[config.mk]
export PLATFORM = sky130hd
export DESIGN_NAME = if_id_decode_stage
export DESIGN_NICKNAME = d
export VERILOG_FILES = /design/src/rtl/rv_isa_pkg.sv /design/src/rtl/rv_decode_comb.sv /design/src/rtl/if_id_decode_stage.sv
export SDC_FILE = /design/constraint.sdc
export NUM_CORES = 1
export LEC_CHECK = 0
export CORE_MARGIN = 3
export CORE_UTILIZATION = 52
export DETAILED_ROUTE_END_ITERATION = 10
export GPL_TIMING_DRIVEN = 0
export PLACE_DENSITY = 0.77
export SYNTH_ARGS = -nofsm -noshare
export SYNTH_HDL_FRONTEND = slang
export SYNTH_SLANG_ARGS = --single-unit
[constraint.sdc]
create_clock -name clk -period 7.2 [get_ports clk]
set_input_delay 1.08 -clock clk [delete_from_list [all_inputs] [get_ports clk]]
set_output_delay 1.08 -clock clk [all_outputs]
set_load 0.02 [all_outputs]
[src/rtl/rv_isa_pkg.sv]
// RV32I opcode map, format encodings, decoded-field record and immediate extractors.
// Immediates come back sign-extended to 64 bits so callers can slice any XLEN up to 64.
package rv_isa_pkg;

    localparam logic [6:0] OPC_OP     = 7'b0110011;
    localparam logic [6:0] OPC_OP_IMM = 7'b0010011;
    localparam logic [6:0] OPC_LOAD   = 7'b0000011;
    localparam logic [6:0] OPC_JALR   = 7'b1100111;
    localparam logic [6:0] OPC_SYSTEM = 7'b1110011;
    localparam logic [6:0] OPC_STORE  = 7'b0100011;
    localparam logic [6:0] OPC_BRANCH = 7'b1100011;
    localparam logic [6:0] OPC_LUI    = 7'b0110111;
    localparam logic [6:0] OPC_AUIPC  = 7'b0010111;
    localparam logic [6:0] OPC_JAL    = 7'b1101111;

    typedef enum logic [2:0] {
        FMT_R    = 3'd0,
        FMT_I    = 3'd1,
        FMT_S    = 3'd2,
        FMT_B    = 3'd3,
        FMT_U    = 3'd4,
        FMT_J    = 3'd5,
        FMT_NONE = 3'd7
    } fmt_e;

    typedef enum logic [1:0] {
        ST_EMPTY = 2'd0,
        ST_ONE   = 2'd1,
        ST_TWO   = 2'd2
    } buf_state_e;

    typedef struct packed {
        logic [6:0] op;
        logic [4:0] rd;
        logic [2:0] funct3;
        logic [4:0] rs1;
        logic [4:0] rs2;
        logic [6:0] funct7;
        fmt_e       fmt;
        logic       illegal;
    } dec_t;

    localparam dec_t DEC_NONE = '{op: 7'd0, rd: 5'd0, funct3: 3'd0, rs1: 5'd0, rs2: 5'd0,
                                  funct7: 7'd0, fmt: FMT_NONE, illegal: 1'b0};

    function automatic fmt_e opc_fmt(input logic [6:0] opc);
        case (opc)
            OPC_OP:                                    return FMT_R;
            OPC_OP_IMM, OPC_LOAD, OPC_JALR, OPC_SYSTEM: return FMT_I;
            OPC_STORE:                                 return FMT_S;
            OPC_BRANCH:                                return FMT_B;
            OPC_LUI, OPC_AUIPC:                        return FMT_U;
            OPC_JAL:                                   return FMT_J;
            default:                                   return FMT_NONE;
        endcase
    endfunction

    function automatic logic [63:0] imm_i(input logic [31:0] i);
        return {{52{i[31]}}, i[31:20]};
    endfunction

    function automatic logic [63:0] imm_s(input logic [31:0] i);
        return {{52{i[31]}}, i[31:25], i[11:7]};
    endfunction

    function automatic logic [63:0] imm_b(input logic [31:0] i);
        return {{51{i[31]}}, i[31], i[7], i[30:25], i[11:8], 1'b0};
    endfunction

    function automatic logic [63:0] imm_u(input logic [31:0] i);
        return {{32{i[31]}}, i[31:12], 12'd0};
    endfunction

    function automatic logic [63:0] imm_j(input logic [31:0] i);
        return {{43{i[31]}}, i[31], i[19:12], i[20], i[30:21], 1'b0};
    endfunction

endpackage

[src/rtl/rv_decode_comb.sv]
// Combinational RV32I field decoder and immediate generator.
// ILLEGAL_DETECT_EN: flag unsupported opcodes and keep their raw opcode on op.
module rv_decode_comb
    import rv_isa_pkg::*;
#(
    parameter int XLEN = 32
) (
    input  logic [31:0]     instr_i,
    output dec_t            dec_o,
    output logic [XLEN-1:0] imm_o
);

    logic [63:0] imm_full;
    fmt_e        fmt;

    // Fields outside a format stay zero so EX never sees stale register indices.
    always_comb begin
        fmt      = opc_fmt(instr_i[6:0]);
        dec_o    = DEC_NONE;
        imm_full = 64'd0;
        case (fmt)
            FMT_R: begin
                dec_o.op     = instr_i[6:0];
                dec_o.rd     = instr_i[11:7];
                dec_o.funct3 = instr_i[14:12];
                dec_o.rs1    = instr_i[19:15];
                dec_o.rs2    = instr_i[24:20];
                dec_o.funct7 = instr_i[31:25];
                dec_o.fmt    = FMT_R;
            end
            FMT_I: begin
                dec_o.op     = instr_i[6:0];
                dec_o.rd     = instr_i[11:7];
                dec_o.funct3 = instr_i[14:12];
                dec_o.rs1    = instr_i[19:15];
                dec_o.fmt    = FMT_I;
                imm_full     = imm_i(instr_i);
            end
            FMT_S, FMT_B: begin
                dec_o.op     = instr_i[6:0];
                dec_o.funct3 = instr_i[14:12];
                dec_o.rs1    = instr_i[19:15];
                dec_o.rs2    = instr_i[24:20];
                dec_o.fmt    = fmt;
                imm_full     = (fmt == FMT_S) ? imm_s(instr_i) : imm_b(instr_i);
            end
            FMT_U: begin
                dec_o.op  = instr_i[6:0];
                dec_o.rd  = instr_i[11:7];
                dec_o.fmt = FMT_U;
                imm_full  = imm_u(instr_i);
            end
            FMT_J: begin
                dec_o.op  = instr_i[6:0];
                dec_o.rd  = instr_i[11:7];
                dec_o.fmt = FMT_J;
                imm_full  = imm_j(instr_i);
            end
            default: begin
`ifdef ILLEGAL_DETECT_EN
                // Every supported opcode ends in 2'b11, so a bad length field lands here too.
                dec_o.op      = instr_i[6:0];
                dec_o.illegal = 1'b1;
`endif
            end
        endcase
        imm_o = imm_full[XLEN-1:0];
    end

endmodule

[src/rtl/if_id_decode_stage.sv]
// IF->ID stage: 2-entry skid buffer (main + skid) with registered decode and flush.
// ILLEGAL_DETECT_EN enables illegal-opcode reporting in the decoder.
module if_id_decode_stage
    import rv_isa_pkg::*;
#(
    parameter int XLEN = 32
) (
    input  logic            clk,
    input  logic            rst,
    input  logic            flush,
    input  logic            in_valid,
    output logic            in_ready,
    input  logic [31:0]     in_instr,
    input  logic [XLEN-1:0] in_pc,
    output logic            out_valid,
    input  logic            out_ready,
    output logic [XLEN-1:0] out_pc,
    output logic [6:0]      op,
    output logic [4:0]      rd,
    output logic [2:0]      funct3,
    output logic [4:0]      rs1,
    output logic [4:0]      rs2,
    output logic [6:0]      funct7,
    output logic [XLEN-1:0] imm,
    output logic [2:0]      fmt,
    output logic            illegal
);

    typedef struct packed {
        logic [XLEN-1:0] pc;
        logic [XLEN-1:0] imm;
        dec_t            dec;
    } entry_t;

    localparam entry_t ENTRY_RST = '{pc: '0, imm: '0, dec: DEC_NONE};

    buf_state_e      state_q;
    entry_t          main_q, skid_q, new_entry;
    logic            out_valid_q, in_ready_q;
    logic            accept, consume;
    dec_t            dec_new;
    logic [XLEN-1:0] imm_new;

    rv_decode_comb #(.XLEN(XLEN)) u_dec (
        .instr_i (in_instr),
        .dec_o   (dec_new),
        .imm_o   (imm_new)
    );

    assign new_entry = '{pc: in_pc, imm: imm_new, dec: dec_new};
    assign accept    = in_valid & in_ready_q;
    assign consume   = out_valid_q & out_ready;

    // in_ready/out_valid are registered alongside the state so both are glitch-free.
    always_ff @(posedge clk or posedge rst) begin
        if (rst) begin
            state_q     <= ST_EMPTY;
            main_q      <= ENTRY_RST;
            skid_q      <= ENTRY_RST;
            out_valid_q <= 1'b0;
            in_ready_q  <= 1'b1;
        end else if (flush) begin
            state_q     <= ST_EMPTY;
            out_valid_q <= 1'b0;
            in_ready_q  <= 1'b1;
        end else begin
            case (state_q)
                ST_EMPTY: begin
                    if (accept) begin
                        main_q      <= new_entry;
                        state_q     <= ST_ONE;
                        out_valid_q <= 1'b1;
                    end
                end
                ST_ONE: begin
                    if (accept && consume) begin
                        main_q <= new_entry;
                    end else if (accept) begin
                        skid_q     <= new_entry;
                        state_q    <= ST_TWO;
                        in_ready_q <= 1'b0;
                    end else if (consume) begin
                        state_q     <= ST_EMPTY;
                        out_valid_q <= 1'b0;
                    end
                end
                ST_TWO: begin
                    if (consume) begin
                        main_q     <= skid_q;
                        state_q    <= ST_ONE;
                        in_ready_q <= 1'b1;
                    end
                end
                default: begin
                    state_q     <= ST_EMPTY;
                    out_valid_q <= 1'b0;
                    in_ready_q  <= 1'b1;
                end
            endcase
        end
    end

    assign in_ready  = in_ready_q;
    assign out_valid = out_valid_q;
    assign out_pc    = main_q.pc;
    assign op        = main_q.dec.op;
    assign rd        = main_q.dec.rd;
    assign funct3    = main_q.dec.funct3;
    assign rs1       = main_q.dec.rs1;
    assign rs2       = main_q.dec.rs2;
    assign funct7    = main_q.dec.funct7;
    assign imm       = main_q.imm;
    assign fmt       = main_q.dec.fmt;
    assign illegal   = main_q.dec.illegal;

endmodule

==> summary.md, run 1 <==
| Metric | Value |
|---|---|
| Status | `finished, final reports clean` |
| Crit path from | `in_instr[4]` |
| Top cells by area, synth | `dfrtp_1 (54%), nand2_1 (11%), nor2_1 (4.4%)` |
| CP max-delay cell | `clkdlybuf4s50_1` |
| Initial antenna violation count | `0` |
| GRT Util Overall | `between 20% and 30%` |
| # Post-CTS Setup Buffers | `0` |
| Yosys warns | `0` |
| Final min period | `around 2900 ps` |
| PwrDens | `approximately 350 nW/µm²` |
| Reg clk slew, reported paths | `approximately 60 ps` |
| Ant diodes | `0` |
| Synth top area share | `around 54%` |
| Hold violation total from the final report | `0` |
| Fmax | `348 MHz` |
| Largest net degree at the start of global routing | `117` |
| Via count | `just over 8,000` |
| Die area | `19,100 µm²` |
| Post-CTS sizing | `0` |
| DRT met1 WL | `roughly 12,000 µm` |
| Remaining global-route overflow | `0` |
| FF+latch area | `5060 µm²` |
| Die height | `about 140 µm` |
| Reg2Reg Depth | `6` |
| ANT nets after route | `0` |
| Final core utilization | `69.9%` |
| Floorplan core area | `~17,000 µm²` |
| Starting density of the core | `54.0%` |
| P&R area growth vs syn | `29.5%` |
| Synth Area in Compound Gates | `between 10% and 20%` |
| Mux cell area share after synthesis | `less than 1%` |
| Startpoint Class | `input pin` |
| Die Wd | `between 100 and 150 µm` |
| Post-synth ARST share | `100%` |
| Cell family with most CP delay | `compound AO/OA/AOI/OAI gates` |
| Critical path required time | `around 7600 ps` |
| Hold Crit Class | `reg2reg` |
| Final wirelength | `~26,000 µm` |
| Crit path DAT | `about 3300 ps` |
| Slack of the worst reg-to-reg path | `~5100 ps` |
| Worst stage delay on the critical path | `~600 ps` |
| Port buffer count | `roughly 170` |
| Post-Synth Simple-Gate Area | `~23%` |
| CTS tree | `yes` |
| Synth Area in XOR/XNOR | `0.0965%` |
| Unrepaired setup endpoints after global routing | `no` |
| Post-synth top flop | `dfrtp_1` |
| Synth Area per Inst | `between 9 and 10 µm²` |
| First-pass GRT wire length | `42,500 µm` |
| Commonest cells in the netlist | `nand2_1 (277), dfrtp_1 (195), nor2_1 (107)` |
| WL met2 | `12,200 µm` |
| TritonCTS Sinks | `roughly 200` |
| WP depth | `6` |
| Seq cells post-synth | `approximately 200` |
| Htree depth | `1` |
| Crit Path Category | `in2reg` |
| Drt drc | `0` |
| Crit path capture | `imm[10]$_DFFE_PP0P_` |
| Final Max Slew Viols | `0` |
| Synthesized cell area | `between 9000 and 10,000 µm²` |
| Most numerous cell in the Yosys netlist | `nand2_1` |
| Vias in the first global route | `around 8,000` |
| WL per Instance | `roughly 18 µm` |
| Routed wl met3 | `1940 µm` |
| Distinct cells, synth | `60` |
| # nets final | `between 1,000 and 1,500` |
| Crit. End Element | `flip-flop` |
| Top Layer Used | `met4` |
| Leakage power | `5.21 nW` |
| TritonCTS buffer count | `22` |
| Multi-input logic area | `about 3600 µm²` |
| Launch point of the worst reg-to-reg path | `state_q[1]$_DFFE_PP0P_` |
| Post-Synth Adder-Cell Area | `0%` |
| Crit-path cells | `clkdlybuf4s50_1, mux2_2, a2bb2oi_1, nor3_1, a221oi_1, nor2_1` |
| Hpwl dp | `between 15,000 and 20,000 µm` |
| Largest area contributor in the synthesized netlist | `dfrtp_1` |
| EDFF count, synth | `0` |
| IO Pins | `between 150 and 200` |
| Post-Syn Instances | `1,000` |
| Worst VDD drop | `between 200 and 250 µV` |
| Final Skew | `between 9 and 10 ps` |
| Syn_nets | `roughly 1,100` |
| Max-Cap Viols | `0` |
| Root Buffer | `clkbuf_16` |
| Main combinational cell family by area after synthesis | `simple AND/OR/NAND/NOR gates` |
| Bufs on Longest Clock Path | `3` |
| RePlAce Congestion | `0.889` |
| Via density | `around 5.7` |
| Clock Latency Late Sink | `just over 500 ps` |
| TNS Setup | `0 ps` |
| Worst slew margin | `a little under half` |
| Ratio of final minimum period to clock period | `39.9%` |
| Worst Max-Slew Pin Slew | `813 ps` |
| Worst-path maximum fanout | `7` |
| CTS Hold Bufs | `0` |
| Final Setup Violations | `0` |
| DRT Pass-1 Iters | `8` |
| Share of layout cells above drive strength 1 | `around 9.7%` |
| Row cnt | `47` |
| Buf+Inv Stages, Crit Path | `1` |
| Seq/Total Area, Yosys | `a little under three fifths` |
| Filler cells | `roughly 1,300` |
| FF-to-FF End | `imm[22]$_DFFE_PP0P_` |
| Initial DRC count | `a little under 800` |
placed cells by master (no fill, tap or decap), types with 3 or more instances in the layout:
cell type / instances
buf_4: 12
a31oi_1: 50
a21oi_1: 77
a22o_1: 11
nor2b_1: 3
buf_6: 4
clkbuf_1: 25
clkbuf_16: 22
o21ai_1: 36
nand2_1: 277
and3_1: 11
clkinvlp_4: 3
clkdlybuf4s50_1: 166
a221oi_1: 6
o21ai_0: 10
a221o_1: 5
o21a_1: 3
buf_2: 36
clkinv_2: 4
dfstp_2: 7
nand3_1: 42
or3_1: 13
dfrtp_1: 195
nor3_1: 8
nand2b_1: 7
o31ai_1: 5
a22oi_1: 4
nor2_1: 107
clkbuf_8: 6
cell type report:
| class | instances | share of cell area, % |
|---|---|---|
| Tap cell | 220 | 2.34 |
| Inverter | 2 | 0.128 |
| Clock inverter | 8 | 0.500 |
| Sequential cell | 202 | 43.1 |
| Multi-Input combinational cell | 721 | 30.7 |
| Buffer | 75 | 3.43 |
| Clock buffer | 31 | 5.48 |
| Timing Repair Buffer | 167 | 14.4 |
how the worst min path moves through the flow:
stage | start | to | slack [ps] | cells past startpoint
2_1_floorplan | skid_q[10]$_DFFE_PP0P_ | skid_q[10]$_DFFE_PP0P_ | 440 | 2
3_3_place_gp | skid_q[9]$_DFFE_PP0P_ | skid_q[9]$_DFFE_PP0P_ | 450 | 2
3_5_place_dp | skid_q[7]$_DFFE_PP0P_ | skid_q[7]$_DFFE_PP0P_ | 460 | 2
4_1_cts | skid_q[7]$_DFFE_PP0P_ | skid_q[7]$_DFFE_PP0P_ | 470 | 2
5_1_grt | skid_q[96]$_DFFE_PP0P_ | skid_q[96]$_DFFE_PP0P_ | 490 | 2
6_report | skid_q[7]$_DFFE_PP0P_ | skid_q[7]$_DFFE_PP0P_ | 470 | 2
kinds of logic (layout without fill, tap and decap cells):
group	after synthesis	count (layout)
xor gates and xnor gates	1	1
DFF	202	202
other	1	1
and+or+nand+nor	486	486
buffers and inverters	77	283
AOI/OAI and AO/OA	229	229
muxes	4	4
flip-flops by register name, summed over array words and instances (netlist names):
register   count
skid_q        99
rd             5
rs2            5
imm           32
out_pc        32
in_ready       1
funct7         7
fmt            3
out_valid      1
rs1            5
op             7
funct3         3
state_q        2
layer usage:
layer / GRT usage [%] / vias to the layer above
li1: - / 3800
met1: 39.4 / 3907
met2: 43.4 / 371
met3: 4.28 / 51
met4: 5.88 / 0
met5: 0 / -
where the power goes:
| part | switching [mW] | internal (mW) | total [mW] |
|---|---|---|---|
| clock | 0.463 | 0.625 | 1.09 |
| combinational | 0.723 | 0.593 | 1.32 |
| sequential | 0.196 | 1.51 | 1.71 |
| total | 1.38 | 2.73 | 4.11 |
metrics by stage:
stage,cell area (µm²),total power [mW],hold WS (ps),cells,worst slack (ps)
final,11800,4.11,465,1426,4320
after global routing,11800,4.33,491,1426,4310
after CTS,11800,4.13,469,1426,4400
after detailed placement,11100,3.04,456,1387,3900
after global placement,11000,3.00,449,1386,-1930
after floorplan,9080,2.41,439,1000,621
worst register-to-register path, delay by kind of cell (launching register included):
family	cells	cell delay, ps
AO/OA/AOI/OAI	2	600
buffers and inverters	1	210
flip-flops	1	480
AND/OR/NAND/NOR	3	740
Power figures use the tool's default switching activity.
==> run 2, diff against run 1 <==
--- a/config.mk
+++ b/config.mk
@@ -6,10 +6,10 @@
 export NUM_CORES = 1
 export LEC_CHECK = 0
 export CORE_MARGIN = 3
-export CORE_UTILIZATION = 52
+export CORE_UTILIZATION = 47
 export DETAILED_ROUTE_END_ITERATION = 10
 export GPL_TIMING_DRIVEN = 0
-export PLACE_DENSITY = 0.77
+export PLACE_DENSITY = 0.73
 export SYNTH_ARGS = -nofsm -noshare
 export SYNTH_HDL_FRONTEND = slang
 export SYNTH_SLANG_ARGS = --single-unit
==> constraint.sdc (replaced) <==
create_clock -name clk -period 2.4 [get_ports clk]
set_input_delay 0.36 -clock clk [delete_from_list [all_inputs] [get_ports clk]]
set_output_delay 0.36 -clock clk [all_outputs]
set_load 0.02 [all_outputs]
==> run 2 against run 1 <==
  * First-iteration DRC count down 17%
  * Critical endpoint is now funct3[2]$_DFFE_PP0P_
  * Register-to-register slack worse by 4800 ps
  * Utilization down 6.8 points
  * Routed wire length up 2.2%
  * Die area up 10%
  * Power rose to 3.0 times the previous value
  * Combinational power rose to 3.0 times the previous value
  * Sequential share of layout area down 0.43 points
  * Flip-flop and latch count unchanged
==> summary.md, run 2 (synthesis gave the netlist of run 1 again) <==
| Metric | Value |
|---|---|
| Row cnt | `50` |
| Biggest register | `skid_q` |
| First-pass GRT wire length | `around 43,000 µm` |
| Leakage power | `5.25 nW` |
| Final min period | `about 2200 ps` |
| Ant diodes | `0` |
| Startpoint Class | `flip-flop` |
| Unrepaired setup endpoints after global routing | `no` |
| Ratio of final minimum period to clock period | `about nine tenths` |
| CTS Hold Bufs | `0` |
| Hpwl dp | `approximately 19,000 µm` |
| Final WS setup | `220 ps` |
| Crit Path Category | `reg2reg` |
| Drt drc | `0` |
| Worst path most repeated cell | `a21oi_1` |
| Seq pwr share | `between 40% and 50%` |
| Worst slew margin | `between 40% and 50%` |
| Sw power | `4.10 mW` |
| CTS tree | `yes` |
| Share of layout cells above drive strength 1 | `approximately a tenth` |
| Post-CTS sizing | `0` |
| Clock power frac | `a little over a quarter` |
| Largest net degree at the start of global routing | `41` |
| Die Wd | `around 140 µm` |
| Filler cells | `1,596` |
| Gate power share | `32.2%` |
| Vias in the first global route | `roughly 8,000` |
| Final Skew | `18.9 ps` |
| Worst Max-Slew Pin Slew | `between 800 and 900 ps` |
| TritonCTS buffer count | `22` |
| Initial antenna violation count | `0` |
| P&R area growth vs syn | `30.8%` |
| Crit. End Element | `flip-flop` |
| TritonCTS Sinks | `202` |
| Die area | `between 20,000 and 25,000 µm²` |
| Htree depth | `1` |
| Max FFs per register | `99` |
| Final wirelength | `approximately 27,000 µm` |
| DRT Pass-1 Iters | `6` |
| IO Pins | `~170` |
| Clock Latency Late Sink | `500 ps` |
| Status | `finished, final reports clean` |
| Starting density of the core | `roughly 48%` |
| Cell family with most CP delay | `buffers and inverters` |
| CP max-delay cell | `dfrtp_1` |
| Reg clk slew, reported paths | `60 ps` |
| Floorplan core area | `18,800 µm²` |
| Via count | `approximately 8,200` |
| Worst VDD drop | `slightly below 500 µV` |
| Die height | `around 140 µm` |
| Fmax | `approximately 460 MHz` |
| Final Max Slew Viols | `0` |
| Hold slack | `between 200 and 250 ps` |
| Crit path DAT | `2600 ps` |
| RePlAce Congestion | `between 0.9 and 1` |
| Via density | `around 5.6` |
| ANT nets after route | `0` |
| Bufs on Longest Clock Path | `3` |
| Hold Crit Class | `in2async` |
| Worst-path maximum fanout | `10` |
| WL per Instance | `approximately 18 µm` |
| Critical path required time | `between 2000 and 3000 ps` |
| Crit-path cells | `inv_1, nor2_1, buf_2, clkbuf_1, a21oi_1, a21oi_1` |
| Final Setup Violations | `0` |
| Most common cell after layout, fill and taps aside | `nand2_1` |
| Max-Cap Viols | `0` |
| Dpl ws | `-151 ps` |
| Net Sw Frac | `around 33%` |
| Initial DRC count | `651` |
| Port buffer count | `between 150 and 200` |
| # Post-CTS Setup Buffers | `0` |
| PwrDens | `between 1000 and 1500 nW/µm²` |
| GRT Util Overall | `between 20% and 30%` |
| Most frequent cells in the layout | `nand2_1 (277), dfrtp_1 (195), clkdlybuf4s50_1 (166)` |
| Remaining global-route overflow | `0` |
| Root Buffer | `clkbuf_16` |
| Worst stage delay on the critical path | `510 ps` |
| # nets final | `about 1,300` |
| P_int | `a little over 8 mW` |
| Hold violation total from the final report | `0` |
| Final std cells w/o fill | `between 1,000 and 1,500` |
| Buf+Inv Stages, Crit Path | `3` |
| Inst Count DP | `between 1,000 and 1,500` |
## run 2: cell count changes in the layout (fill, tap and decap cells not counted), sizes merged
cell      previous run  this run
clkinv               5         4
buf                 53        58
clkinvlp             3         2
## run 2: per-layer routing
metal | GRT usage [%] | vias up | wire, µm
met1 | 35.6 | 3910 | 11800
met5 | 0 | - | 0
met2 | 40.3 | 390 | 12300
met4 | 7.17 | 0 | 648
li1 | - | 3811 | -
met3 | 4.81 | 50 | 2190
## run 2: path summary, 6_finish.rpt
check	to	start	cells past startpoint	slack, ps
setup / recovery	funct3[2]$_DFFE_PP0P_	state_q[1]$_DFFE_PP0P_	6	220
hold / removal	skid_q[94]$_DFFE_PP0P_	rst	2	210
setup reg to reg	funct3[2]$_DFFE_PP0P_	state_q[1]$_DFFE_PP0P_	6	220
hold reg to reg	skid_q[4]$_DFFE_PP0P_	skid_q[4]$_DFFE_PP0P_	2	470
max in group asynchronous	fmt[1]$_DFFE_PP1P_	rst	5	1130
min in group clk	state_q[0]$_DFFE_PP0P_	flush	2	250
## run 2: power by group through the flow
stage                     sequential, mW  clock (mW)  combinational [mW]
after floorplan                     5.81           0                1.42
after global placement              5.14           0                3.88
after detailed placement            5.17           0                3.96
after CTS                           5.12        3.25                3.99
after global routing                5.25        3.38                4.31
final                               5.12        3.20                3.96
## run 2: area by class of cell
class	instances	area, µm²	area share [%]
flip-flops and latches	202	5060	42.7
multi-input cells	721	3600	30.4
repair buffers	172	1780	15.0
clock buffers	31	646	5.44
plain buffers	75	403	3.39
well taps	260	325	2.74
clock inverters	6	36.3	0.306
inverters	2	11.3	0.0949
## run 2: per-stage QoR
stage               power, mW  setup TNS [ps]  cell area [µm²]  utilization, %
finish                   12.3               0            11900            63.0
global route             12.9               0            11900            63.0
CTS                      12.4               0            11900            63.0
detailed placement       9.13           -2900            11200            59.4
global placement         9.02         -428900            11100            58.8
floorplan                7.23         -111270             9080               -
==> run 3, diff against run 2 <==
--- a/config.mk
+++ b/config.mk
@@ -8,7 +8,7 @@
 export CORE_MARGIN = 3
 export CORE_UTILIZATION = 47
 export DETAILED_ROUTE_END_ITERATION = 10
-export GPL_TIMING_DRIVEN = 0
+export HOLD_SLACK_MARGIN = 0.12
 export PLACE_DENSITY = 0.73
 export SYNTH_ARGS = -nofsm -noshare
 export SYNTH_HDL_FRONTEND = slang
==> run 3 against run 2 <==
  * Sequential power about the same
  * Clock-buffer cell count unchanged
  * Global-route usage decreased by 2.1 points
  * Highest routed layer unchanged
  * Clock skew decreased by 8.9 ps
  * Combinational power about the same
  * Flip-flop and latch count unchanged
  * Non-clock buffer count decreased by 25
  * Register-to-register slack improved by 80 ps
  * Cell count decreased by 1.5%
  * Final area increased by 1.4%
  * Via count decreased by 2.6%
==> summary.md, run 3 (synthesis gave the netlist of run 1 again) <==
| Metric | Value |
|---|---|
| Multi-input logic area | `~3600 µm²` |
| Initial antenna violation count | `0` |
| Crit. End Element | `flip-flop` |
| IO Pins | `between 150 and 200` |
| Startpoint Class | `input pin` |
| Crit-path cells | `clkdlybuf4s50_1, mux2_2, a2bb2oi_1, buf_4, nor3_1, a221oi_1, nor2_1` |
| # nets final | `between 1,000 and 1,500` |
| Status | `finished, final reports clean` |
| TritonCTS Sinks | `just over 200` |
| Unrepaired setup endpoints after global routing | `no` |
| Gate power share | `31.5%` |
| Hpwl dp | `roughly 17,000 µm` |
| Critical path required time | `2820 ps` |
| GR Util met3 | `about 4.2%` |
| Inst Count DP | `1,407` |
| CP max-delay cell | `nor3_1` |
| Share of layout cells above drive strength 1 | `roughly 10%` |
| WL per Instance | `17.2 µm` |
| Remaining global-route overflow | `0` |
| Final core utilization | `63.9%` |
| Hold slack | `191 ps` |
| P_int | `~8.5 mW` |
| ANT nets after route | `0` |
| Via count | `7,950` |
| Launch point of the worst reg-to-reg path | `state_q[0]$_DFFE_PP0P_` |
| Crit path DAT | `2560 ps` |
| Hold Crit Class | `in2async` |
| Worst stage delay on the critical path | `620 ps` |
| CTS Hold Bufs | `0` |
| Port buffer count | `approximately 170` |
| Net Sw Frac | `~33%` |
| Final Skew | `just over 10 ps` |
| Initial DRC count | `between 600 and 700` |
| Buf+Inv Stages, Crit Path | `2` |
| Most frequent cells in the layout | `nand2_1 (276), dfrtp_1 (195), clkdlybuf4s50_1 (169)` |
| Die Wd | `145 µm` |
| Ant diodes | `0` |
| Finished Cell Area | `between 10,000 and 15,000 µm²` |
| Post-CTS sizing | `0` |
| Htree depth | `1` |
| Seq pwr share | `40.8%` |
| # Post-CTS Setup Buffers | `0` |
| Die height | `roughly 140 µm` |
| Final std cells w/o fill | `1,447` |
| Max FFs per register | `just under 100` |
| Final min period | `2140 ps` |
| Root Buffer | `clkbuf_16` |
| DRT Pass-1 Iters | `5` |
| Hold violation total from the final report | `0` |
| Dpl ws | `-196 ps` |
| P&R area growth vs syn | `32.5%` |
| Slack of the worst reg-to-reg path | `300 ps` |
| Cell family with most CP delay | `simple AND/OR/NAND/NOR gates` |
| Crit path from | `in_instr[2]` |
| Most common cell after layout, fill and taps aside | `nand2_1` |
| Final WS setup | `about 260 ps` |
| PwrDens | `roughly 1000 nW/µm²` |
| Largest net degree at the start of global routing | `56` |
| Vias in the first global route | `7,515` |
| Max-Cap Viols | `0` |
| Floorplan core area | `18,800 µm²` |
| Reg clk slew, reported paths | `60 ps` |
| Filler cells | `about 1,600` |
| FF+latch area | `between 5000 and 6000 µm²` |
| First-pass GRT wire length | `~41,000 µm` |
| Crit Path Category | `in2reg` |
| Clock power frac | `between 20 and 30%` |
| Routing usage on met2 | `a little over a third` |
| RePlAce Congestion | `~0.88` |
| Starting density of the core | `48.2%` |
| Worst Max-Slew Pin Slew | `810 ps` |
| Sw power | `slightly above 4 mW` |
| Final wirelength | `~25,000 µm` |
| GR peak layer | `met2` |
| Via density | `roughly 5.5` |
| Final Max Slew Viols | `0` |
| Fmax | `468 MHz` |
| GRT Util Overall | `around 23%` |
| Placement Cell Area | `around 11,000 µm²` |
| Biggest register | `skid_q` |
| Worst VDD drop | `between 500 and 600 µV` |
| Worst-path maximum fanout | `6` |
| CTS tree | `yes` |
| GR Util met1 | `between 30% and 40%` |
| Worst slew margin | `around 45%` |
| TritonCTS buffer count | `22` |
| Die area | `around 21,000 µm²` |
| Ratio of final minimum period to clock period | `~90%` |
| Row cnt | `50` |
| Final Setup Violations | `0` |
| Drt drc | `0` |
| Leakage power | `5.30 nW` |
| Bufs on Longest Clock Path | `3` |
| Tot Pwr | `about 13 mW` |
| Clock Latency Late Sink | `about 500 ps` |
| TNS Setup | `0 ps` |
==> run 3: changes by cell type in the layout (fill, tap and decap cells not counted), sizes merged <==
cell,change
clkinv,+2
clkbuf,-23
clkdlybuf4s50,+3
buf,-5
inv,-1
bufinv,+2
==> run 3: worst paths after layout <==
kind	cells after the start	to
setup / recovery	7	imm[10]$_DFFE_PP0P_
hold / removal	2	out_pc[27]$_DFFE_PP0P_
setup reg to reg	5	skid_q[49]$_DFFE_PP0P_
hold reg to reg	2	skid_q[23]$_DFFE_PP0P_
max in group asynchronous	3	in_ready$_DFFE_PP1P_
min in group clk	3	skid_q[96]$_DFFE_PP0P_
==> run 3: power by group through the flow <==
| stage | combinational (mW) | clock (mW) | sequential [mW] |
|---|---|---|---|
| after CTS | 4.00 | 3.54 | 5.14 |
| final | 3.96 | 3.48 | 5.14 |
| after global placement | 3.90 | 0 | 5.14 |
| after global routing | 4.30 | 3.67 | 5.27 |
| after detailed placement | 3.98 | 0 | 5.19 |
| after floorplan | 1.42 | 0 | 5.81 |
==> run 3: area by class of cell <==
cell class	count	share of cell area (%)
multi-input combinational	721	30.1
sequential	202	42.1
tap	260	2.70
clock buffer	31	5.45
timing repair buffer	222	18.7
clock inverter	9	0.811
inverter	2	0.0936
==> run 3: metal layers <==
| layer | routed length [µm] | vias to the layer above |
|---|---|---|
| met5 | 0 | - |
| met2 | 11400 | 330 |
| met3 | 1970 | 38 |
| met1 | 11000 | 3830 |
| met4 | 466 | 0 |
| li1 | - | 3752 |
